==> config.mk <==
export PLATFORM = sky130hd
export DESIGN_NAME = shape_draw_sequencer
export DESIGN_NICKNAME = d
export VERILOG_FILES = /design/src/rtl/shape_draw_sequencer.sv
export SDC_FILE = /design/constraint.sdc
export NUM_CORES = 1
export LEC_CHECK = 0
export CAP_MARGIN = 20
export CELL_PAD_IN_SITES_DETAIL_PLACEMENT = 1
export CELL_PAD_IN_SITES_GLOBAL_PLACEMENT = 2
export CORE_AREA = 2 2 216 218
export DETAILED_ROUTE_END_ITERATION = 7
export DIE_AREA = 0 0 218 220
export GPL_TIMING_DRIVEN = 1
export HOLD_SLACK_MARGIN = 0.05
export PLACE_DENSITY = 0.77
export SKIP_LAST_GASP = 1
export SLEW_MARGIN = 20
export SYNTH_ARGS = -nofsm -noshare
export SYNTH_HDL_FRONTEND = slang
export SYNTH_SLANG_ARGS = --single-unit
==> constraint.sdc <==
create_clock -name clock -period 11.3 [get_ports clock]
set_input_delay 3.39 -clock clock [delete_from_list [all_inputs] [get_ports clock]]
set_output_delay 3.39 -clock clock [all_outputs]
set_load 0.01 [all_outputs]
==> src/rtl/shape_draw_sequencer.sv <==
// shape_draw_sequencer
// Time-multiplexes NUM_SHAPES shape drawers onto one VGA write port. Each
// pass draws the clear shape, one player animation frame, then every enabled
// static shape. Frame ticks are queued one deep, ticks that land mid-pass
// raise a sticky overrun flag, and dropping run performs a final clear
// before the adapter is disabled.
module shape_draw_sequencer #(
  parameter int NUM_SHAPES  = 18,
  parameter int ANIM_FRAMES = 7,
  parameter int COORD_W     = 11,
  parameter int COLOUR_W    = 3,
  parameter int ID_W        = 5
) (
  input  logic                           clock,
  input  logic                           resetn,
  input  logic                           run,
  input  logic                           jump_n,
  input  logic                           frame_tick,
  input  logic [NUM_SHAPES-1:0]          shape_mask,
  input  logic [NUM_SHAPES-1:0]          draw_done,
  input  logic [NUM_SHAPES*COORD_W-1:0]  shape_x,
  input  logic [NUM_SHAPES*COORD_W-1:0]  shape_y,
  input  logic [NUM_SHAPES*COLOUR_W-1:0] shape_colour,
  output logic [NUM_SHAPES-1:0]          draw_start,
  output logic [NUM_SHAPES-1:0]          shape_reset,
  output logic                           vga_enable,
  output logic [COORD_W-1:0]             out_x,
  output logic [COORD_W-1:0]             out_y,
  output logic [COLOUR_W-1:0]            out_colour,
  output logic [ID_W-1:0]                curr_id,
  output logic                           busy,
  output logic                           overrun
);

  localparam logic [ID_W-1:0]       CLEAR_ID   = ID_W'(NUM_SHAPES - 1);
  localparam logic [ID_W-1:0]       IDLE_FRAME = ID_W'(ANIM_FRAMES - 1);
  localparam logic [ID_W-1:0]       LAST_STEP  = ID_W'(ANIM_FRAMES - 2);
  localparam logic [NUM_SHAPES-1:0] ONE_BIT    = NUM_SHAPES'(1);

  typedef enum logic [2:0] {
    S_OFF,
    S_IDLE,
    S_START,
    S_WAIT,
    S_NEXT,
    S_FCLEAR_START,
    S_FCLEAR_WAIT
  } state_t;

  state_t                  state, state_next;
  logic [NUM_SHAPES-1:0]   draw_start_next;
  logic [NUM_SHAPES-1:0]   shape_reset_next;
  logic                    vga_enable_next;
  logic [ID_W-1:0]         curr_id_next;
  logic                    overrun_next;
  logic                    tick_pending, tick_pending_next;
  logic                    jump_pending, jump_pending_next;
  logic                    jumping, jumping_next;
  logic [ID_W-1:0]         anim_step, anim_step_next;
  logic [ID_W-1:0]         pass_frame, pass_frame_next;

  // Unpacked views of the packed per-shape buses
  logic [COORD_W-1:0]      x_arr   [NUM_SHAPES];
  logic [COORD_W-1:0]      y_arr   [NUM_SHAPES];
  logic [COLOUR_W-1:0]     col_arr [NUM_SHAPES];
  // Static shapes that are enabled and come after the current id
  logic [NUM_SHAPES-1:0]   cand;

  genvar gi;
  generate
    for (gi = 0; gi < NUM_SHAPES; gi++) begin : g_shape
      assign x_arr[gi]   = shape_x[gi*COORD_W +: COORD_W];
      assign y_arr[gi]   = shape_y[gi*COORD_W +: COORD_W];
      assign col_arr[gi] = shape_colour[gi*COLOUR_W +: COLOUR_W];
      if (gi >= ANIM_FRAMES && gi < NUM_SHAPES - 1) begin : g_static
        assign cand[gi] = shape_mask[gi] && (ID_W'(gi) > curr_id);
      end else begin : g_fixed
        assign cand[gi] = 1'b0;
      end
    end
  endgenerate

  assign out_x      = x_arr[curr_id];
  assign out_y      = y_arr[curr_id];
  assign out_colour = col_arr[curr_id];

  logic done_sel;
  assign done_sel = draw_done[curr_id];

  assign busy = (state == S_START) || (state == S_WAIT) || (state == S_NEXT) ||
                (state == S_FCLEAR_START) || (state == S_FCLEAR_WAIT);

  // Lowest enabled static shape above curr_id (scan from the top down)
  logic            static_found;
  logic [ID_W-1:0] static_id;
  always_comb begin
    static_found = 1'b0;
    static_id    = CLEAR_ID;
    for (int j = NUM_SHAPES - 2; j >= ANIM_FRAMES; j--) begin
      if (cand[j]) begin
        static_found = 1'b1;
        static_id    = ID_W'(j);
      end
    end
  end

  // Successor in the pass order: clear -> animation frame -> static shapes
  logic            next_valid;
  logic [ID_W-1:0] next_id;
  always_comb begin
    next_valid = static_found;
    next_id    = static_id;
    if (curr_id == CLEAR_ID) begin
      next_valid = 1'b1;
      next_id    = pass_frame;
    end
  end

  // Frame for a pass starting now; a pending jump starts at step 0
  logic [ID_W-1:0] frame_now;
  always_comb begin
    if (jumping) begin
      frame_now = anim_step;
    end else if (jump_pending) begin
      frame_now = '0;
    end else begin
      frame_now = IDLE_FRAME;
    end
  end

  // Next-state and register-update logic for the whole sequencer
  always_comb begin
    state_next        = state;
    draw_start_next   = draw_start;
    shape_reset_next  = shape_reset;
    vga_enable_next   = vga_enable;
    curr_id_next      = curr_id;
    overrun_next      = overrun;
    tick_pending_next = tick_pending;
    jump_pending_next = jump_pending;
    jumping_next      = jumping;
    anim_step_next    = anim_step;
    pass_frame_next   = pass_frame;

    // Input events; state transitions below take precedence
    if (!jump_n && run && !jumping) begin
      jump_pending_next = 1'b1;
    end
    if (frame_tick && busy) begin
      tick_pending_next = 1'b1;
      // A tick coinciding with the normal end of a pass is just queued
      if (!(state == S_NEXT && !next_valid && run)) begin
        overrun_next = 1'b1;
      end
    end

    case (state)
      S_OFF: begin
        if (run) begin
          state_next       = S_IDLE;
          shape_reset_next = '0;
          vga_enable_next  = 1'b1;
        end
      end

      S_IDLE, S_START, S_WAIT, S_NEXT: begin
        if (!run) begin
          draw_start_next = '0;
          curr_id_next    = CLEAR_ID;
          state_next      = S_FCLEAR_START;
        end else begin
          case (state)
            S_IDLE: begin
              if (frame_tick || tick_pending) begin
                tick_pending_next = 1'b0;
                curr_id_next      = CLEAR_ID;
                pass_frame_next   = frame_now;
                state_next        = S_START;
                if (!jumping && jump_pending) begin
                  jumping_next      = 1'b1;
                  anim_step_next    = '0;
                  jump_pending_next = 1'b0;
                end
              end
            end
            S_START: begin
              draw_start_next = ONE_BIT << curr_id;
              state_next      = S_WAIT;
            end
            S_WAIT: begin
              if (done_sel) begin
                draw_start_next = '0;
                state_next      = S_NEXT;
              end
            end
            default: begin  // S_NEXT
              if (next_valid) begin
                // Raise the next request here so NEXT is the only idle cycle
                curr_id_next    = next_id;
                draw_start_next = ONE_BIT << next_id;
                state_next      = S_START;
              end else begin
                state_next = S_IDLE;
                if (jumping) begin
                  if (anim_step == LAST_STEP) begin
                    jumping_next   = 1'b0;
                    anim_step_next = '0;
                  end else begin
                    anim_step_next = anim_step + ID_W'(1);
                  end
                end
              end
            end
          endcase
        end
      end

      S_FCLEAR_START: begin
        draw_start_next = ONE_BIT << CLEAR_ID;
        state_next      = S_FCLEAR_WAIT;
      end

      S_FCLEAR_WAIT: begin
        if (done_sel) begin
          draw_start_next   = '0;
          vga_enable_next   = 1'b0;
          shape_reset_next  = '1;
          jumping_next      = 1'b0;
          jump_pending_next = 1'b0;
          tick_pending_next = 1'b0;
          state_next        = S_OFF;
        end
      end

      default: begin
        state_next = S_OFF;
      end
    endcase
  end

  // State and datapath registers with asynchronous active-low reset
  always_ff @(posedge clock or negedge resetn) begin
    if (!resetn) begin
      state        <= S_OFF;
      draw_start   <= '0;
      shape_reset  <= '1;
      vga_enable   <= 1'b0;
      curr_id      <= CLEAR_ID;
      overrun      <= 1'b0;
      tick_pending <= 1'b0;
      jump_pending <= 1'b0;
      jumping      <= 1'b0;
      anim_step    <= '0;
      pass_frame   <= IDLE_FRAME;
    end else begin
      state        <= state_next;
      draw_start   <= draw_start_next;
      shape_reset  <= shape_reset_next;
      vga_enable   <= vga_enable_next;
      curr_id      <= curr_id_next;
      overrun      <= overrun_next;
      tick_pending <= tick_pending_next;
      jump_pending <= jump_pending_next;
      jumping      <= jumping_next;
      anim_step    <= anim_step_next;
      pass_frame   <= pass_frame_next;
    end
  end

endmodule

==> results by group, run 1 <==
Run status
  • Outcome: completed

STA
  • Max_slew headroom: 0.343
  • Setup TNS: 0 ns
  • Max Clock Freq: around 0.11 GHz
  • Hold Slack: between 0.4 and 0.5 ns
  • Tmin final: slightly above 9 ns
  • Setup Skew: between 0.006 and 0.007 ns
  • # setup viols final: 0
  • Fin. Hold Viols: 0
  • RSZ-0062 raised after global routing: false
  • Fin crit share: 0.803
  • Max-slew violations: 0
  • Least-Margin Pin Slew: around 1 ns

Setup path
  • Crit path DAT: about 5.7 ns
  • Slowest stage delay, CP: between 0.5 and 0.6 ns
  • Crit end category: primary output
  • Kind of critical path: in -> out
  • CP Buf/Inv Count: 2
  • Crit-path max FO: 1
  • Worst path required time: roughly 7.9 ns
  • CP top delay family: buffers and inverters
  • Critical Path Slowest Stage Cell: clkdlybuf4s50_1
  • Crit path launch type: input pin
  • CP cell instances: clkdlybuf4s50_1 -> mux4_2 -> mux4_2 -> nand2_1 -> nand2_1 -> clkdlybuf4s50_1

Yosys
  • Post-synthesis xor/xnor area fraction: 0.00273
  • Post-synth top cells: mux4_2, nand2_1, dfrtp_1
  • Largest family of logic cells by synthesized area: multiplexers
  • Mapped Area: 6430 sq um
  • Post-synth EDFFs: 0
  • Area share of and/or/nand/nor cells after synthesis: 0.139
  • Synth Flop Type: dfrtp_1
  • Synth cell types: 70
  • Post-Synth Adder-Cell Area: 0.00389
  • Top cells by area, synth: mux4_2, dfrtp_1, nand2_1
  • Syn. warnings: 0
  • Top cell type's share of synthesized area: 0.449
  • Ys async rst share: 1.00
  • Post-synthesis compound-gate area fraction: 0.156
  • Multiplexer share of the synthesized area: 0.455
  • Top-count cell post-synth: mux4_2
  • Post-Synthesis Cells: approximately 590
  • Flops & latches, synth: 42
  • Area leader, netlist: mux4_2
  • Syn_nets: 1079
  • Sequential area share after synthesis: 0.165
  • Synth Area per Inst: between 10 and 15 sq um

Finish
  • Design Area, Final: 12600 sq um
  • Nets: approximately 1600
  • Fill cell count: 5213
  • Layout cells sized above 1: 0.167
  • Final cell count without fillers: between 1500 and 2000
  • Synth-to-Final Area Change: 95.4%

Clock network
  • Clock buffers created by TritonCTS: 5
  • Post-CTS setup buffer count: 0
  • Clock-pin slew on the worst setup and hold paths: 0.06 ns
  • Skew-Pair Late Insertion Delay: between 0.2 and 0.3 ns
  • Clock Tree Buf Depth: 2
  • Clock Root Buffer: clkbuf_16
  • CTS resizes: 0
  • CTS tree: built
  • Post-CTS Hold Fix Bufs: 0
  • Clock sink total: 42
  • Max H-tree Level: 2

Power and ir drop
  • Internal: approximately 0.0011 W
  • Max IR drop VDD: approximately 0.000077 V
  • Logic pwr share: 0.780
  • Sw Ratio: 0.460
  • Clock network fraction of total power: 0.076
  • Power Total: ~0.0020 W
  • Switching power: around 0.00090 W
  • Flop pwr share: 0.144
  • PwrDens: roughly 160 nW/um^2
  • Leakage: 4.40 nW

Global route
  • Vias in the first global route: between 8000 and 9000
  • Largest net degree at the start of global routing: between 50 and 60
  • Initial antenna violation count: 16
  • Tot GR Track Use: 0.172
  • First-pass GRT wire length: 59.6 mm
  • Grt ovf: 0

Die
  • Initial core utilization: 0.140
  • Ports: between 500 and 600
  • Chip height: roughly 220 um
  • Core Box Area: about 46000 sq um
  • Die ar.: 48000 sq um
  • Die span in x: about 220 um
  • Std cell rows: 79

Place
  • Routability cong.: 0.853
  • Port bufs: between 500 and 600
  • Post-Place Cell Area: 12400 sq um
  • Placed cells: ~1700
  • Hpwl dp: 36.9 mm

Routing
  • Routed Antenna Nets: 0
  • Routed wire length: between 40 and 50 mm
  • Drt drc: 0
  • Via count: approximately 7600
  • WL/cell: ~25 um
  • DRT iter0 DRCs: ~380
  • TritonRoute pass-1 iters: 5
  • Via density: 4.50

Run
  • Max Cap Viol: 0

Hold path
  • Min-delay worst type: reg -> reg
cells by family after synthesis:
group           count (synthesis)
buf+inv                       101
fa+ha+maj                       2
flops                          42
xor+xnor                        2
simple gates                  174
compound gates                133
mux                           132
power groups by stage:
stage          clock network, W  registers [W]  logic, W
5_1_grt                0.000157       0.000295   0.00165
6_report               0.000149       0.000284   0.00153
3_5_place_dp                  0       0.000288   0.00154
3_3_place_gp                  0       0.000284   0.00153
4_1_cts                0.000151       0.000286   0.00155
2_1_floorplan                 0       0.000245  0.000913
placed cells by master (no fill, tap or decap), types with 6 or more instances in the layout:
cell type	count
clkdlybuf4s50_1	550
mux4_2	128
nand2_1	81
dfrtp_1	34
inv_1	27
a22oi_1	27
nor2_1	20
o22ai_1	18
a21oi_1	15
nand3_1	13
o21ai_0	12
buf_4	10
nand2b_1	9
nor2b_1	9
o31ai_1	8
diode_2	7
or2_2	6
area by class of cell:
cell class	instances	area (sq um)	area share
flip-flops and latches	42	1070	0.0850
multi-input cells	443	4870	0.388
inverters	27	101	0.00807
well taps	607	759	0.0605
clock inverters	2	12.5	0.000997
repair buffers	561	5590	0.445
clock buffers	6	139	0.0111
diodes	7	17.5	0.00140
metrics by stage:
step	utilization	setup slack, ns
after floorplan	-	3.47
after global placement	0.270	2.19
after detailed placement	0.270	2.18
after CTS	0.273	2.17
after global routing	0.273	2.15
final	0.274	2.23
state kept, by name, summed over array words and instances, names as in the netlist:
signal	cells
overrun	1
jump_pending	1
shape_reset	1
pass_frame	5
anim_step	5
draw_start	18
tick_pending	1
curr_id	5
state	3
vga_enable	1
jumping	1
worst register-to-register path, cell delays in order, from the launching register on:
cell	delay, ns
dfstp_4	1.07
buf_4	0.83
mux4_2	0.64
and3_1	0.20
a2111oi_2	0.53
and2_1	0.43
nand2b_1	0.24
o21bai_1	0.08
a222oi_1	0.27
layer usage:
metal	global-route usage	routed length, um	vias up
met4	0.0197	456	10
met1	0.208	17100	3826
met3	0.0480	3900	32
met5	0	65	-
met2	0.312	21500	397
li1	-	-	3363
path summary, 6_finish.rpt:
check,endpoint,cells after the start,slack [ns],start
min in group asynchronous,draw_start[5]$_DFFE_PN0P_,1,3.27,resetn
worst min register to register,pass_frame[0]$_DFFE_PN0P_,2,0.49,pass_frame[0]$_DFFE_PN0P_
worst min-delay path,pass_frame[0]$_DFFE_PN0P_,2,0.49,pass_frame[0]$_DFFE_PN0P_
worst max-delay path,out_y[4],6,2.23,shape_y[15]
max in group asynchronous,curr_id[1]$_DFFE_PN0P_,1,7.31,resetn
worst max register to register,state[0]$_DFFE_PN0P_,8,6.89,curr_id[0]$_DFFE_PN1P_
Note: power is estimated with default switching activity, not from simulation.
==> inputs of run 2 (changes only) <==
clock period = 8.8 ns   (was 11.3 ns; I/O delays follow)
==> run 2 against run 1 <==
Compared with the run above: first-iteration DRC count down 1.0%; combinational power up 28%; critical path depth unchanged; hold slack better by 0.0042 ns; via count up 0.47%; worst setup slack worse by 0.97 ns; sequential share of layout area about the same; routed wire length up 0.49%; largest cell class unchanged; highest routed layer unchanged.
==> results by group, run 2 (synthesis results as in run 1) <==
Run status
  • Outcome: completed (unchanged)

STA
  • RSZ-0062 raised after global routing: false (unchanged)
  • Fin. Hold Viols: 0 (unchanged)
  • # setup viols final: 0 (unchanged)
  • Max Clock Freq: 0.133 GHz
  • Max_slew headroom: 0.405 (was 0.343)
  • Setup Skew: 0.00635 ns (was 0.00630 ns)
  • Fin crit share: 0.857
  • Least-Margin Pin Slew: 0.892 ns (was 0.973 ns)
  • Max-slew violations: 0 (unchanged)
  • Hold Slack: 0.492 ns (was 0.487 ns)
  • Final WS setup: 1.26 ns (was 2.23 ns)
  • Tmin final: 7.54 ns
  • Setup TNS: 0 ns (unchanged)

Place
  • Routability cong.: 0.842 (was 0.853)
  • DP Worst Slack: 1.21 ns (was 2.18 ns)
  • Hpwl dp: 36.8 mm (was 36.9 mm)
  • Placed cells: 1680 (unchanged)
  • Port bufs: 551 (unchanged)

Finish
  • Commonest non-fill, non-tap cell in the layout: clkdlybuf4s50_1 (unchanged)
  • Nets: 1573 (unchanged)
  • Synth-to-Final Area Change: 95.5% (was 95.4%)
  • Most frequent cells in the layout: clkdlybuf4s50_1, mux4_2, nand2_1 (unchanged)
  • Final cell count without fillers: 1697 (was 1695)
  • Fill cell count: 5223 (was 5213)
  • Biggest register: draw_start (unchanged)
  • Layout cells sized above 1: 0.166 (was 0.167)
  • Max reg flops: 18 (unchanged)

Clock network
  • Clock Tree Buf Depth: 2 (unchanged)
  • Clock Root Buffer: clkbuf_16 (unchanged)
  • Post-CTS setup buffer count: 0 (unchanged)
  • CTS tree: built (unchanged)
  • Clock buffers created by TritonCTS: 5 (unchanged)
  • CTS resizes: 0 (unchanged)
  • Post-CTS Hold Fix Bufs: 0 (unchanged)
  • Skew-Pair Late Insertion Delay: 0.28 ns (was 0.29 ns)
  • Clock-pin slew on the worst setup and hold paths: 0.06 ns (about the same)
  • Max H-tree Level: 2 (unchanged)
  • Clock sink total: 42 (unchanged)

Routing
  • Routed Antenna Nets: 0 (unchanged)
  • DRT iter0 DRCs: 378 (was 382)
  • WL/cell: 25.4 um (about the same)
  • Routed wire length: 43.2 mm (was 43.0 mm)
  • Via count: 7664 (was 7628)
  • Drt drc: 0 (unchanged)
  • TritonRoute pass-1 iters: 5 (unchanged)
  • Via density: 4.52 (was 4.50)

Die
  • Die span in x: 218 um (unchanged)
  • Initial core utilization: 0.140 (unchanged)
  • Ports: 560 (unchanged)
  • Chip height: 220 um (unchanged)
  • Core Box Area: 45900 sq um (unchanged)
  • Die ar.: 48000 sq um (unchanged)
  • Std cell rows: 79 (unchanged)

Power and ir drop
  • Logic pwr share: 0.778 (was 0.780)
  • Flop pwr share: 0.151 (was 0.144)
  • Leakage: 4.41 nW (was 4.40 nW)
  • Switching power: 0.00116 W (was 0.000905 W)
  • Sw Ratio: 0.461 (was 0.460)
  • Power Total: 0.00252 W (was 0.00197 W)
  • Internal: 0.00136 W (was 0.00106 W)
  • Clock network fraction of total power: 0.071 (was 0.076)
  • Max IR drop VDD: 0.000122 V (was 0.0000773 V)
  • PwrDens: 200 nW/um^2 (was 157 nW/um^2)

Global route
  • First-pass GRT wire length: 59.9 mm (was 59.6 mm)
  • Grt ovf: 0 (unchanged)
  • Vias in the first global route: 8394 (was 8382)
  • Tot GR Track Use: 0.174 (was 0.172)
  • Largest net degree at the start of global routing: 57 (unchanged)
  • Initial antenna violation count: 21 (was 16)

Setup path
  • Crit path launch type: input pin (unchanged)
  • Kind of critical path: in -> out (unchanged)
  • Crit-path max FO: 1 (unchanged)
  • Worst path required time: 6.16 ns (was 7.91 ns)
  • Crit path DAT: 4.90 ns (was 5.68 ns)
  • Crit end category: primary output (unchanged)

Run
  • Max Cap Viol: 0 (unchanged)

Hold path
  • Min-delay worst type: reg -> reg (unchanged)
==> run 2: power by group through the flow <==
stage | combinational (W) | clock (W) | sequential (W)
after floorplan | 0.00117 | 0 | 0.000315
after global placement | 0.00196 | 0 | 0.000380
after detailed placement | 0.00197 | 0 | 0.000385
after CTS | 0.00198 | 0.000184 | 0.000382
after global routing | 0.00212 | 0.000195 | 0.000396
final | 0.00196 | 0.000179 | 0.000379
==> run 2: final cells by class <==
| type | instances | area [sq um] | share of cell area |
|---|---|---|---|
| multi-input cells | 443 | 4870 | 0.388 |
| repair buffers | 561 | 5600 | 0.446 |
| clock inverters | 2 | 10.0 | 0.000797 |
| clock buffers | 6 | 129 | 0.0103 |
| diodes | 9 | 22.5 | 0.00179 |
| flip-flops and latches | 42 | 1070 | 0.0850 |
| well taps | 607 | 759 | 0.0605 |
| inverters | 27 | 101 | 0.00807 |
==> run 2: critical path, stage by stage <==
cell and delay [ns]:
clkdlybuf4s50_1 0.40, mux4_2 0.59, mux4_2 0.56, nand2_1 0.12, nand2_1 0.09, clkdlybuf4s50_1 0.50
==> run 2: path summary, 6_finish.rpt <==
kind / start / end / slack, ns / cells after the start
setup / recovery: shape_x[173] / out_x[8] / 1.26 / 6
hold / removal: pass_frame[2]$_DFFE_PN1P_ / pass_frame[2]$_DFFE_PN1P_ / 0.49 / 2
setup reg to reg: curr_id[4]$_DFFE_PN1P_ / draw_start[7]$_DFFE_PN0P_ / 4.97 / 7
hold reg to reg: pass_frame[2]$_DFFE_PN1P_ / pass_frame[2]$_DFFE_PN1P_ / 0.49 / 2
max in group asynchronous: resetn / curr_id[1]$_DFFE_PN0P_ / 6.03 / 1
min in group asynchronous: resetn / draw_start[7]$_DFFE_PN0P_ / 2.35 / 1
==> run 2: per-stage QoR <==
step	utilization	cell area [sq um]
after global placement	0.270	12400
after CTS	0.273	12500
after detailed placement	0.270	12400
after floorplan	-	6430
final	0.274	12600
after global routing	0.274	12600
==> run 2: per-layer routing <==
metal | share of wire | vias to the layer above | GRT usage | wire (um)
met4 | 0.021 | 14 | 0.0404 | 906
met3 | 0.087 | 50 | 0.0471 | 3740
met5 | 0.0022 | - | 0 | 96
met2 | 0.49 | 397 | 0.302 | 21000
li1 | - | 3378 | - | -
met1 | 0.40 | 3825 | 0.214 | 17400
==> inputs of run 3 (changes only) <==
CORE_AREA = 2 2 217 219   (was 2 2 216 218)
DIE_AREA = 0 0 219 221   (was 0 0 218 220)
PLACE_DENSITY = 0.79   (was 0.77)
clock period = 6.9 ns   (was 8.8 ns; I/O delays follow)
==> run 3 against run 2 <==
Compared with the run above: count of clock-buffer cells in the layout did not move; cell area rose by 0.57%; register-to-register slack got worse by 2.1 ns; worst setup slack got worse by 0.80 ns; non-clock buffer count rose by 3; clock power rose by 51%; critical path depth did not move; largest cell class unchanged; routed wire length rose by 3.3%; global-route usage rose by 0.25 points; highest routed layer unchanged; via count rose by 2.9%; combinational power rose by 29%.
==> results by group, run 3 (synthesis results as in run 1) <==
Finish
  • Max reg flops: 18 (unchanged)
  • Commonest non-fill, non-tap cell in the layout: clkdlybuf4s50_1 (unchanged)
  • Multi-input gate area: 4870 sq um (about the same)
  • Layout cells sized above 1: 0.169 (was 0.166)
  • Most frequent cells in the layout: clkdlybuf4s50_1, mux4_2, nand2_1 (unchanged)
  • Nets: 1576 (was 1573)
  • Biggest register: draw_start (unchanged)
  • Fill cell count: 5290 (was 5223)
  • Register Area: 1070 sq um (unchanged)
  • Synth-to-Final Area Change: 96.6% (was 95.5%)

Clock network
  • Skew-Pair Late Insertion Delay: 0.29 ns (was 0.28 ns)
  • Max H-tree Level: 2 (unchanged)
  • Clock Tree Buf Depth: 2 (unchanged)
  • CTS tree: built (unchanged)
  • Clock sink total: 42 (unchanged)
  • Clock buffers created by TritonCTS: 5 (unchanged)
  • Clock-pin slew on the worst setup and hold paths: 0.06 ns (about the same)
  • Clock Root Buffer: clkbuf_16 (unchanged)
  • Post-CTS Hold Fix Bufs: 0 (unchanged)
  • CTS resizes: 0 (unchanged)
  • Post-CTS setup buffer count: 0 (unchanged)

Setup path
  • CP cell instances: clkdlybuf4s50_1 -> mux4_2 -> mux4_2 -> nand2_1 -> nand2_1 -> clkdlybuf4s50_1 (unchanged)
  • Crit path launch type: input pin (unchanged)
  • Crit path DAT: 4.37 ns (was 4.90 ns)
  • Crit end category: primary output (unchanged)
  • CP Buf/Inv Count: 2 (unchanged)
  • Kind of critical path: in -> out (unchanged)
  • Crit-path max FO: 2 (was 1)
  • Worst path required time: 4.83 ns (was 6.16 ns)
  • CP top delay family: multiplexers (unchanged)
  • R2r worst-path depth: 9 (was 7)
  • Slowest stage delay, CP: 0.61 ns (was 0.59 ns)
  • Worst path depth: 6 (unchanged)
  • Critical Path Slowest Stage Cell: mux4_2 (unchanged)

Die
  • Core Box Area: 46100 sq um (was 45900 sq um)
  • Die span in x: 219 um (was 218 um)
  • Std cell rows: 79 (unchanged)
  • Ports: 560 (unchanged)
  • Chip height: 221 um (was 220 um)
  • Die ar.: 48400 sq um (was 48000 sq um)
  • Initial core utilization: 0.140 (about the same)

STA
  • RSZ-0062 raised after global routing: false (unchanged)
  • Tmin final: roughly 6.4 ns
  • # setup viols final: 0 (unchanged)
  • Max-slew violations: 0 (unchanged)
  • Fin crit share: 0.934
  • Max Clock Freq: approximately 0.16 GHz
  • Least-Margin Pin Slew: 0.804 ns (was 0.892 ns)
  • Fin. Hold Viols: 0 (unchanged)
  • Max_slew headroom: 0.464 (was 0.405)
  • Setup Skew: 0.00519 ns (was 0.00635 ns)
  • Setup TNS: 0 ns (unchanged)

Routing
  • DRT iter0 DRCs: 449 (was 378)
  • Drt drc: 0 (unchanged)
  • Via density: 4.62 (was 4.52)
  • Routed Antenna Nets: 0 (unchanged)
  • Via count: 7884 (was 7664)
  • Routed wire length: 44.6 mm (was 43.2 mm)
  • WL/cell: 26.1 um (was 25.4 um)
  • TritonRoute pass-1 iters: 5 (unchanged)

Run
  • Max Cap Viol: 0 (unchanged)

Global route
  • Tot GR Track Use: 0.177 (was 0.174)
  • Initial antenna violation count: 27 (was 21)
  • Largest net degree at the start of global routing: 49 (was 57)
  • Grt ovf: 0 (unchanged)
  • First-pass GRT wire length: 61.7 mm (was 59.9 mm)
  • Vias in the first global route: 8621 (was 8394)

Power and ir drop
  • PwrDens: 260 nW/um^2 (was 200 nW/um^2)
  • Leakage: 4.42 nW (was 4.41 nW)
  • Max IR drop VDD: 0.000145 V (was 0.000122 V)
  • Power Total: 0.00328 W (was 0.00252 W)

Hold path
  • Hold Path Depth: 1 (was 2)
  • Min-delay worst type: reg -> reg (unchanged)

Place
  • Port bufs: 551 (unchanged)
  • Routability cong.: 0.868 (was 0.842)
  • Hpwl dp: 38.4 mm (was 36.8 mm)

Run status
  • Outcome: completed (unchanged)
==> run 3: final timing paths <==
| path | start | end | slack, ns |
|---|---|---|---|
| hold / removal | overrun$_DFFE_PN0P_ | overrun$_DFFE_PN0P_ | 0.49 |
| setup reg to reg | curr_id[0]$_DFFE_PN1P_ | state[0]$_DFFE_PN0P_ | 2.89 |
| max in group asynchronous | resetn | curr_id[1]$_DFFE_PN0P_ | 4.69 |
| setup / recovery | shape_y[14] | out_y[3] | 0.46 |
| hold reg to reg | overrun$_DFFE_PN0P_ | overrun$_DFFE_PN0P_ | 0.49 |
| min in group asynchronous | resetn | draw_start[7]$_DFFE_PN0P_ | 1.77 |
==> run 3: report_power, final <==
| group | leakage [nW] | internal [W] | switching (W) |
|---|---|---|---|
| Sequential | 0.524 | 0.000332 | 0.000162 |
| Combinational | 3.82 | 0.00128 | 0.00125 |
| Clock | 0.0772 | 0.000171 | 0.0000991 |
| Total | 4.42 | 0.00178 | 0.00151 |
==> run 3: metal layers <==
layer | wire [um] | GRT usage | part of all wire
met1 | 17500 | 0.211 | 0.39
met4 | 1080 | 0.0488 | 0.024
met5 | 92 | 0 | 0.0021
met3 | 4230 | 0.0569 | 0.095
met2 | 21700 | 0.303 | 0.49
==> run 3: through the flow <==
| step | hold slack [ns] | area, sq um | utilization | std cells | setup WS, ns |
|---|---|---|---|---|---|
| final | 0.488 | 12600 | 0.274 | 1708 | 0.457 |
| after global routing | 0.525 | 12600 | 0.274 | 1702 | 0.335 |
| after CTS | 0.498 | 12600 | 0.273 | 1691 | 0.390 |
| after detailed placement | 0.470 | 12400 | 0.270 | 1683 | 0.406 |
| after global placement | 0.475 | 12400 | 0.270 | 1683 | 0.393 |
| after floorplan | 0.450 | 6430 | - | 586 | 1.71 |
==> run 3: final cells by class <==
| cell class | count | share of cell area |
|---|---|---|
| antenna | 17 | 0.00337 |
| clock buffer | 6 | 0.0102 |
| clock inverter | 2 | 0.00297 |
| inverter | 27 | 0.00802 |
| multi-input combinational | 443 | 0.386 |
| sequential | 42 | 0.0845 |
| tap | 607 | 0.0601 |
| timing repair buffer | 564 | 0.445 |
